<file path="src/rtl/seg_scan_decoder.sv">
// rtl/seg_scan_decoder.sv - multiplexed seven-segment display receiver and BCD-to-binary converter
//
// Purpose: watches the active-low segment/anode lines of a four-digit
// multiplexed display, waits for each digit dwell to settle, decodes the
// segment pattern back to a digit code, and once all four positions have been
// seen converts the frame to a 14-bit binary number.
//
// Ports:
//   clock       in   1   rising-edge clock
//   reset       in   1   synchronous active-high reset
//   seg         in   7   segment lines, active-low, bit0=a .. bit6=g
//   an          in   4   anode enables, active-low, an[0]=ones .. an[3]=thousands
//   ones        out  4   last captured ones code
//   tens        out  4   last captured tens code
//   hundreds    out  4   last captured hundreds code
//   thousands   out  4   last captured thousands code
//   number      out  14  binary value of the last good frame
//   valid       out  1   one-cycle pulse when number updates
//   frame_error out  1   one-cycle pulse when a completed frame has a non-numeric digit
module seg_scan_decoder #(
  parameter int STABLE_CYCLES = 1024
) (
  input  logic        clock,
  input  logic        reset,
  input  logic [6:0]  seg,
  input  logic [3:0]  an,
  output logic [3:0]  ones,
  output logic [3:0]  tens,
  output logic [3:0]  hundreds,
  output logic [3:0]  thousands,
  output logic [13:0] number,
  output logic        valid,
  output logic        frame_error
);

  localparam int CW = $clog2(STABLE_CYCLES + 1);
  localparam logic [CW-1:0] C_MAX = CW'(STABLE_CYCLES);
  localparam logic [CW-1:0] C_CAP = CW'(STABLE_CYCLES - 1);

  typedef enum logic [1:0] {IDLE, CONV, DONE} state_t;

  logic [6:0]       r_seg_s, r_seg_d;
  logic [3:0]       r_an_s, r_an_d;
  logic [CW-1:0]    r_cnt;
  logic [3:0][3:0]  r_dig;
  logic [3:0][3:0]  r_snap;
  logic [3:0]       r_mask;
  logic [13:0]      r_acc;
  logic [1:0]       r_idx;
  state_t           r_state;
  logic [13:0]      r_number;
  logic             r_valid;
  logic             r_ferr;

  logic             w_chg;
  logic             w_legal;
  logic [1:0]       w_sel;
  logic             w_cap;
  logic [3:0]       w_code;
  logic             w_any_bad;
  state_t           w_state_nxt;
  logic             w_start;
  logic             w_ferr;
  logic             w_mask_clr;

  assign w_chg = {r_seg_s, r_an_s} != {r_seg_d, r_an_d};

  always_comb begin
    w_legal = 1'b1;
    w_sel   = 2'd0;
    case (r_an_s)
      4'b1110: w_sel = 2'd0;
      4'b1101: w_sel = 2'd1;
      4'b1011: w_sel = 2'd2;
      4'b0111: w_sel = 2'd3;
      default: w_legal = 1'b0;
    endcase
  end

  // The counter saturates at STABLE_CYCLES, so it passes STABLE_CYCLES-1
  // exactly once per dwell and each dwell yields a single capture.
  assign w_cap = !w_chg && (r_cnt == C_CAP) && w_legal;

  always_comb begin
    case (r_seg_s)
      7'b1000000: w_code = 4'd0;
      7'b1111001: w_code = 4'd1;
      7'b0100100: w_code = 4'd2;
      7'b0110000: w_code = 4'd3;
      7'b0011001: w_code = 4'd4;
      7'b0010010: w_code = 4'd5;
      7'b0000010: w_code = 4'd6;
      7'b1111000: w_code = 4'd7;
      7'b0000000: w_code = 4'd8;
      7'b0010000: w_code = 4'd9;
      7'b0111111: w_code = 4'hA;
      default:    w_code = 4'hF;
    endcase
  end

  always_comb begin
    w_any_bad = 1'b0;
    for (int i = 0; i < 4; i++) begin
      if (r_dig[i] > 4'd9) w_any_bad = 1'b1;
    end
  end

  always_comb begin
    w_state_nxt = r_state;
    w_start     = 1'b0;
    w_ferr      = 1'b0;
    w_mask_clr  = 1'b0;
    case (r_state)
      IDLE: begin
        if (r_mask == 4'hF) begin
          w_mask_clr = 1'b1;
          if (w_any_bad) begin
            w_ferr = 1'b1;
          end else begin
            w_start     = 1'b1;
            w_state_nxt = CONV;
          end
        end
      end
      CONV: begin
        if (r_idx == 2'd0) w_state_nxt = DONE;
      end
      DONE: w_state_nxt = IDLE;
      default: w_state_nxt = IDLE;
    endcase
  end

  always_ff @(posedge clock) begin
    if (reset) begin
      r_seg_s  <= 7'h7F;
      r_seg_d  <= 7'h7F;
      r_an_s   <= 4'hF;
      r_an_d   <= 4'hF;
      r_cnt    <= '0;
      r_dig    <= '0;
      r_snap   <= '0;
      r_mask   <= 4'h0;
      r_acc    <= 14'd0;
      r_idx    <= 2'd0;
      r_state  <= IDLE;
      r_number <= 14'd0;
      r_valid  <= 1'b0;
      r_ferr   <= 1'b0;
    end else begin
      r_seg_s <= seg;
      r_an_s  <= an;
      r_seg_d <= r_seg_s;
      r_an_d  <= r_an_s;

      if (w_chg)              r_cnt <= '0;
      else if (r_cnt != C_MAX) r_cnt <= r_cnt + 1'b1;

      if (w_cap) r_dig[w_sel] <= w_code;

      // A capture landing on the same edge as the frame-complete clear keeps its bit.
      r_mask <= (w_mask_clr ? 4'h0 : r_mask) | (w_cap ? (4'b0001 << w_sel) : 4'h0);

      r_state <= w_state_nxt;

      if (w_start) begin
        r_snap <= r_dig;
        r_acc  <= 14'd0;
        r_idx  <= 2'd3;
      end else if (r_state == CONV) begin
        r_acc <= (r_acc << 3) + (r_acc << 1) + {10'd0, r_snap[r_idx]};
        r_idx <= r_idx - 2'd1;
      end

      if (r_state == DONE) r_number <= r_acc;
      r_valid <= (r_state == DONE);
      r_ferr  <= w_ferr;
    end
  end

  assign ones        = r_dig[0];
  assign tens        = r_dig[1];
  assign hundreds    = r_dig[2];
  assign thousands   = r_dig[3];
  assign number      = r_number;
  assign valid       = r_valid;
  assign frame_error = r_ferr;

endmodule

</file>
<file path="config.mk">
export PLATFORM = sky130hd
export DESIGN_NAME = seg_scan_decoder
export DESIGN_NICKNAME = d
export VERILOG_FILES = /design/src/rtl/seg_scan_decoder.sv
export SDC_FILE = /design/constraint.sdc
export NUM_CORES = 1
export LEC_CHECK = 0
export CAP_MARGIN = 20
export CORE_ASPECT_RATIO = 0.9
export CORE_MARGIN = 10
export CORE_UTILIZATION = 45
export CTS_CLUSTER_SIZE = 28
export DETAILED_ROUTE_END_ITERATION = 12
export PLACE_DENSITY = 0.68
export SLEW_MARGIN = 15
export SYNTH_ARGS = -nofsm -noshare
export SYNTH_HDL_FRONTEND = slang
export SYNTH_SLANG_ARGS = --single-unit
</file>
<file path="constraint.sdc">
create_clock -name clock -period 3.04 [get_ports clock]
set_clock_uncertainty 0.15 [all_clocks]
set_input_delay 0.608 -clock clock [delete_from_list [all_inputs] [get_ports clock]]
set_output_delay 0.608 -clock clock [all_outputs]
set_load 0.01 [all_outputs]
</file>
==> results_dict.tcl, run 1 <==
set metrics [dict create \
    status "finished with violations" \
    failed_checks "setup timing" \
    async_flop_share_pct 0 \
    start_util_pct 46.53 \
    die-area_um2 15230 \
    setup_viol 2 \
    fill_cells 892 \
    synth_ff_type "dfxtp_1" \
    synth_cells 532 \
    ant_nets 0 \
    fp.dieH_um 118.1 \
    leakage_uw 0.002139 \
    max_cap_viol_count 0 \
    firstDrtPassIters 4 \
    ys_seq_elements 103 \
    via_per_inst 5.391 \
    dp_hpwl_mm 7.729 \
    die_w_um 129.0 \
    final_nets 614 \
    worst_pin_slew_ns 1.058 \
    syn_to_final_growth_pct 20.84 \
    rsz0062_at_grt "true" \
    synth_compound_area_share_pct 10.43 \
    grt_pass1_wl_mm 17.73 \
    final_util_pct 56.22 \
    slew_headroom_pct 29.32 \
    timing.final.crit_share_pct 101.7 \
    first_global_vias 3663 \
    crit_arrival_ns 3.21 \
    clock_latency_ns 0.34 \
    cts-buffers-inserted 9 \
    track_usage_pct 14.00 \
    port-buffer-count 44 \
    drc 0 \
    grt_start_max_net_pins 45 \
    ys_types 57 \
    critPathRequiredTime_ns 3.16 \
    synthMuxAreaShare_pct 8.353 \
    yosys.area_share.simple_pct 22.64 \
    seq_area_frac_synth_pct 42.88 \
    synth.most_common_cell "dfxtp_1" \
    timing.fmax_ghz 0.3235 \
    drtIter0Drc 191 \
    fin_total_pwr_uw 2578 \
    wire_per_inst_um 15.32 \
    period_needed_ns 3.091 \
    synthesis.nets 572 \
    clock-root-buffer "clkbuf_16" \
    place_congestion 0.8846 \
    htree_levels 3 \
    hold_viol_final 0 \
    yosys.area.top_type "dfxtp_1" \
    yosys-top-cells-area "dfxtp_1 43%, ha_1 6.5%, mux2i_1 6.2%" \
    drive_above_1_share_pct 15.89 \
    antenna_found_initial 0 \
    clkTransAtPathRegs_ns 0.07 \
    min_to "number[12]" \
    netlist_area_um2 4808 \
    min_from "number[12]" \
    crit_path_end_kind "flop" \
    max-vdd-ir-drop_v 0.0002919 \
    synth-adder-area-share_pct 7.338 \
    finalMaxSlewViolations 0 \
    synth_edf_count 0 \
    vias 3817 \
    coreArea_um2 10330 \
    io_pins 45 \
    hp-class "flop to flop" \
    synth_common_cells "103 x dfxtp_1, 69 x nor2_1, 59 x nand2_1" \
    worst_slack_ns -0.05118 \
    critPathKind "flop to flop" \
    pwr_density_cell_nw_per_um2 443.8 \
    synth-xor-area-share_pct 4.736 \
    routed_wl_mm 10.84 \
    synth_top_area_share_pct 42.88 \
    synth_top_family_by_area "simple AND/OR/NAND/NOR gates" \
    r2r-start "r_idx[0]" \
    cts_tree "yes" \
    cp_max_fo 3 \
    cts.path.max_buffers 2 \
    grt-ovfl-total 0 \
    cp-start-kind "flop" \
    r2r_slack_ns -0.05 \
    reg2reg_depth 11 \
    cts_sinks 103 \
    min_path_cells 2 \
    rows 35 \
    syn_avg_cell_area_um2 9.038 \
    synth_warnings 0 \
    r2r_end "r_acc[8]" \
    diodes 0 \
]
==> cell families (layout without fill, tap and decap cells) <==
group / after synthesis / in the layout
AOI/OAI and AO/OA: 79 / 79
xor gates and xnor gates: 26 / 26
adders and majority gates: 27 / 27
buffers and inverters: 41 / 88
DFF: 103 / 103
muxes: 35 / 35
and+or+nand+nor: 221 / 221
==> per-layer routing <==
| metal | routed length, µm | vias to the layer above | GRT usage [%] |
|---|---|---|---|
| li1 | - | 1905 | - |
| met1 | 4992 | 1820 | 17.60 |
| met2 | 5207 | 77 | 23.21 |
| met3 | 451 | 15 | 2.792 |
| met4 | 193 | 0 | 4.616 |
| met5 | 0 | - | 0 |
==> stage by stage <==
| stage | hold WS [ns] | std cells | setup WS (ns) | instance area, µm² | TNS [ns] |
|---|---|---|---|---|---|
| final | 0.3075 | 708 | -0.05118 | 5811 | -0.07831 |
| after global routing | 0.3285 | 708 | -0.1861 | 5811 | -0.7112 |
| after CTS | 0.3103 | 705 | 0.004698 | 5667 | 0 |
| after detailed placement | 0.2994 | 688 | -0.05577 | 5366 | -0.06128 |
| after global placement | 0.2927 | 688 | 0.006260 | 5366 | 0 |
| after floorplan | 0.2823 | 532 | -0.01486 | 4822 | -0.01773 |
==> placed cells by master, fill, tap and decap left out, types with 8 or more instances in the layout <==
master,n
a21oi_1,36
nand3_1,9
dfxtp_1,102
ha_1,22
or2_2,23
nor2_1,69
xnor2_1,16
nor3_1,10
inv_1,10
nand4_1,9
mux2i_1,30
clkbuf_16,9
clkdlybuf4s50_1,43
buf_4,14
nand2_1,59
xor2_1,9
o21ai_0,8
==> worst max path at each step <==
stage	start	end	slack [ns]	depth (start not counted)
after floorplan	r_idx[0]	r_acc[13]	-0.01	12
after global placement	r_idx[0]	r_acc[13]	0.006	11
after detailed placement	r_idx[0]	r_acc[13]	-0.06	11
after CTS	r_idx[0]	r_acc[8]	0.005	12
after global routing	r_idx[0]	r_acc[8]	-0.19	11
final	r_idx[0]	r_acc[8]	-0.05	11
==> cell type report <==
cell class	count	area [µm²]	share of cell area [%]
well taps	129	161.4	2.778
inverters	13	48.80	0.8398
repair buffers	59	551.8	9.496
multi-input cells	388	2694	46.36
flip-flops and latches	103	2063	35.51
clock buffers	11	252.7	4.350
clock inverters	5	38.79	0.6675
==> report_power, final <==
part	internal, µW	switching (µW)
clock	606	503
sequential	1360	20.5
combinational	46.3	40.2
==> timing repair <==
item / CTS / global route
gates resized for setup: 2 / 24
pin swaps: 3 / 19
buffers inserted: 1 / 3
hold buffers: 0 / 0
endpoints found under the setup margin: 3 / 7
==> critical path, cell delays in order, from the launching register on <==
cell and delay, ns:
dfxtp_2 0.34, mux4_2 0.50, inv_2 0.07, fa_1 0.44, buf_4 0.16, fa_2 0.34, nor2b_2 0.16, o31a_1 0.20
o21a_1 0.14, nor2_1 0.04, or3_1 0.31, a31oi_1 0.16
==> flip-flops by register name (all words and copies together), names as in the netlist <==
signal       flops
thousands        4
r_cnt           11
r_idx            2
ones             4
r_an_d           4
number          14
r_state          2
r_acc           14
r_snap          16
r_seg_s          7
tens             4
r_seg_d          7
r_an_s           4
r_mask           4
valid            1
hundreds         4
frame_error      1
Power figures use the tool's default switching activity.
==> run 2: changes to the inputs <==
--- a/config.mk
+++ b/config.mk
@@ -6,12 +6,15 @@
 export NUM_CORES = 1
 export LEC_CHECK = 0
 export CAP_MARGIN = 20
+export CELL_PAD_IN_SITES_DETAIL_PLACEMENT = 1
+export CELL_PAD_IN_SITES_GLOBAL_PLACEMENT = 1
 export CORE_ASPECT_RATIO = 0.9
 export CORE_MARGIN = 10
-export CORE_UTILIZATION = 45
+export CORE_UTILIZATION = 40
 export CTS_CLUSTER_SIZE = 28
 export DETAILED_ROUTE_END_ITERATION = 12
-export PLACE_DENSITY = 0.68
+export GPL_ROUTABILITY_DRIVEN = 0
+export PLACE_DENSITY_LB_ADDON = 0.1
 export SLEW_MARGIN = 15
 export SYNTH_ARGS = -nofsm -noshare
 export SYNTH_HDL_FRONTEND = slang
==> results_dict.tcl, run 2 (synthesis gave the netlist of run 1 again) <==
set metrics [dict create \
    wire_per_inst_um 17.00 \
    die_w_um 135.6 \
    drc 0 \
    via_per_inst 5.241 \
    critPathRequiredTime_ns 3.12 \
    cts_sinks 103 \
    cts_tree "yes" \
    io_pins 45 \
    clock-root-buffer "clkbuf_16" \
    diodes 0 \
    final_nets 618 \
    fp.dieH_um 124.0 \
    crit_path_frequent_cell "inv_2" \
    hold_viol_final 0 \
    timing.final.crit_share_pct 102.5 \
    worst_pin_slew_ns 0.9384 \
    max_cap_viol_count 0 \
    crit_path_end_kind "flop" \
    start_util_pct 41.55 \
    clkTransAtPathRegs_ns 0.07 \
    final_common_cell "dfxtp_1" \
    crit_arrival_ns 3.19 \
    mostFrequentLayoutCells "102 x dfxtp_1, 69 x nor2_1, 59 x nand2_1" \
    design_area_um2 5803 \
    worst_slack_ns -0.07487 \
    setup_viol 2 \
    htree_levels 3 \
    cp_max_fo 3 \
    max-vdd-ir-drop_v 0.0002810 \
    cts-buffers-inserted 9 \
    critPathKind "flop to flop" \
    regMostFlops "r_snap" \
    antenna_found_initial 0 \
    vias 3868 \
    grt_pass1_wl_mm 20.93 \
    port-buffer-count 44 \
    failed_checks "setup timing" \
    routed_wl_mm 12.54 \
    rsz0062_at_grt "true" \
    status "finished with violations" \
    timing.fmax_ghz 0.3210 \
    largest_register_ffs 16 \
    cp-start-kind "flop" \
    pre_cts_ws_ns -0.09994 \
    coreArea_um2 11570 \
    rows 37 \
    dp_hpwl_mm 9.051 \
    ctsHoldBuffers 0 \
    slowest_delay_ns 0.51 \
    crit_path_cell_trace "mux4_2 -> inv_2 -> fa_2 -> inv_2 -> ha_4 -> a21oi_4 -> o22ai_2 -> o41a_1 -> nand3_1 -> o311ai_1 -> o31a_1" \
    hp-class "flop to flop" \
    clock_latency_ns 0.34 \
    finalMaxSlewViolations 0 \
    syn_to_final_growth_pct 20.69 \
    placed_area_um2 5423 \
    period_needed_ns 3.115 \
    first_global_vias 4169 \
    ant_nets 0 \
    firstDrtPassIters 4 \
    grt_start_max_net_pins 51 \
    grt-ovfl-total 0 \
    leakage_uw 0.002139 \
    drive_above_1_share_pct 15.12 \
    die-area_um2 16810 \
    fin_hold_ws_ns 0.3057 \
    pwr_density_cell_nw_per_um2 444.8 \
    slew_headroom_pct 37.44 \
    track_usage_pct 15.26 \
    cpMaxStageDelayCell "mux4_2" \
    drtIter0Drc 178 \
    cts.path.max_buffers 2 \
]
==> run 2: changes by cell type in the layout (fill, tap and decap cells not counted), sizes merged <==
cell	before	now
buf	16	20
clkinv	2	0
clkbuf	11	12
==> run 2: critical path, delay by kind of cell, from the launching register on <==
kind            cells  cell delay, ns
flops               1            0.35
fa+ha+maj           2            0.66
simple gates        1            0.10
compound gates      5            1.08
buf+inv             2            0.15
mux                 1            0.51
==> run 2: cell type report <==
cell class	count	area, µm²
well taps	156	195.2
clock buffers	12	256.5
repair buffers	63	578.1
inverters	13	48.80
fillers	1339	5771
multi-input cells	388	2636
flip-flops and latches	103	2063
clock inverters	3	25.02
==> run 2: metal layers <==
metal,vias up,GRT usage [%],routed length [µm],share of wire [%]
met2,55,26.43,6185,49
met4,0,3.696,125,1.0
met1,1884,18.99,5833,47
li1,1914,-,-,-
met5,-,0,0,0
met3,15,3.221,399,3.2
==> run 2: timing repair <==
| item | CTS | global route |
|---|---|---|
| pin swaps | 11 | 5 |
| endpoints found under the setup margin | 6 | 6 |
| setup buffers | 5 | 0 |
| resized for setup | 9 | 8 |
==> run 2: final timing paths <==
kind,start,end,cells past startpoint,slack [ns]
setup reg to reg,r_idx[0],r_acc[13],11,-0.07
hold / removal,number[8],number[8],2,0.31
hold reg to reg,number[8],number[8],2,0.31
setup / recovery,r_idx[0],r_acc[13],11,-0.07
==> run 2: metrics by stage <==
step	utilization, %	power, µW	setup TNS, ns	std cells
6_report	50.14	2581	-0.1016	738
5_1_grt	50.14	2674	-0.7633	738
4_1_cts	49.90	2608	-0.01306	738
3_5_place_dp	46.85	1505	-0.2900	718
3_3_place_gp	46.85	1500	-0.01324	718
2_1_floorplan	-	1474	-0.01773	532
==> run 2: report_power, final <==
part | switching [µW] | internal [µW] | leakage (µW)
sequential | 21.6 | 1360 | 0.000835
clock | 506 | 603 | 0.000136
combinational | 42.8 | 45.4 | 0.00117
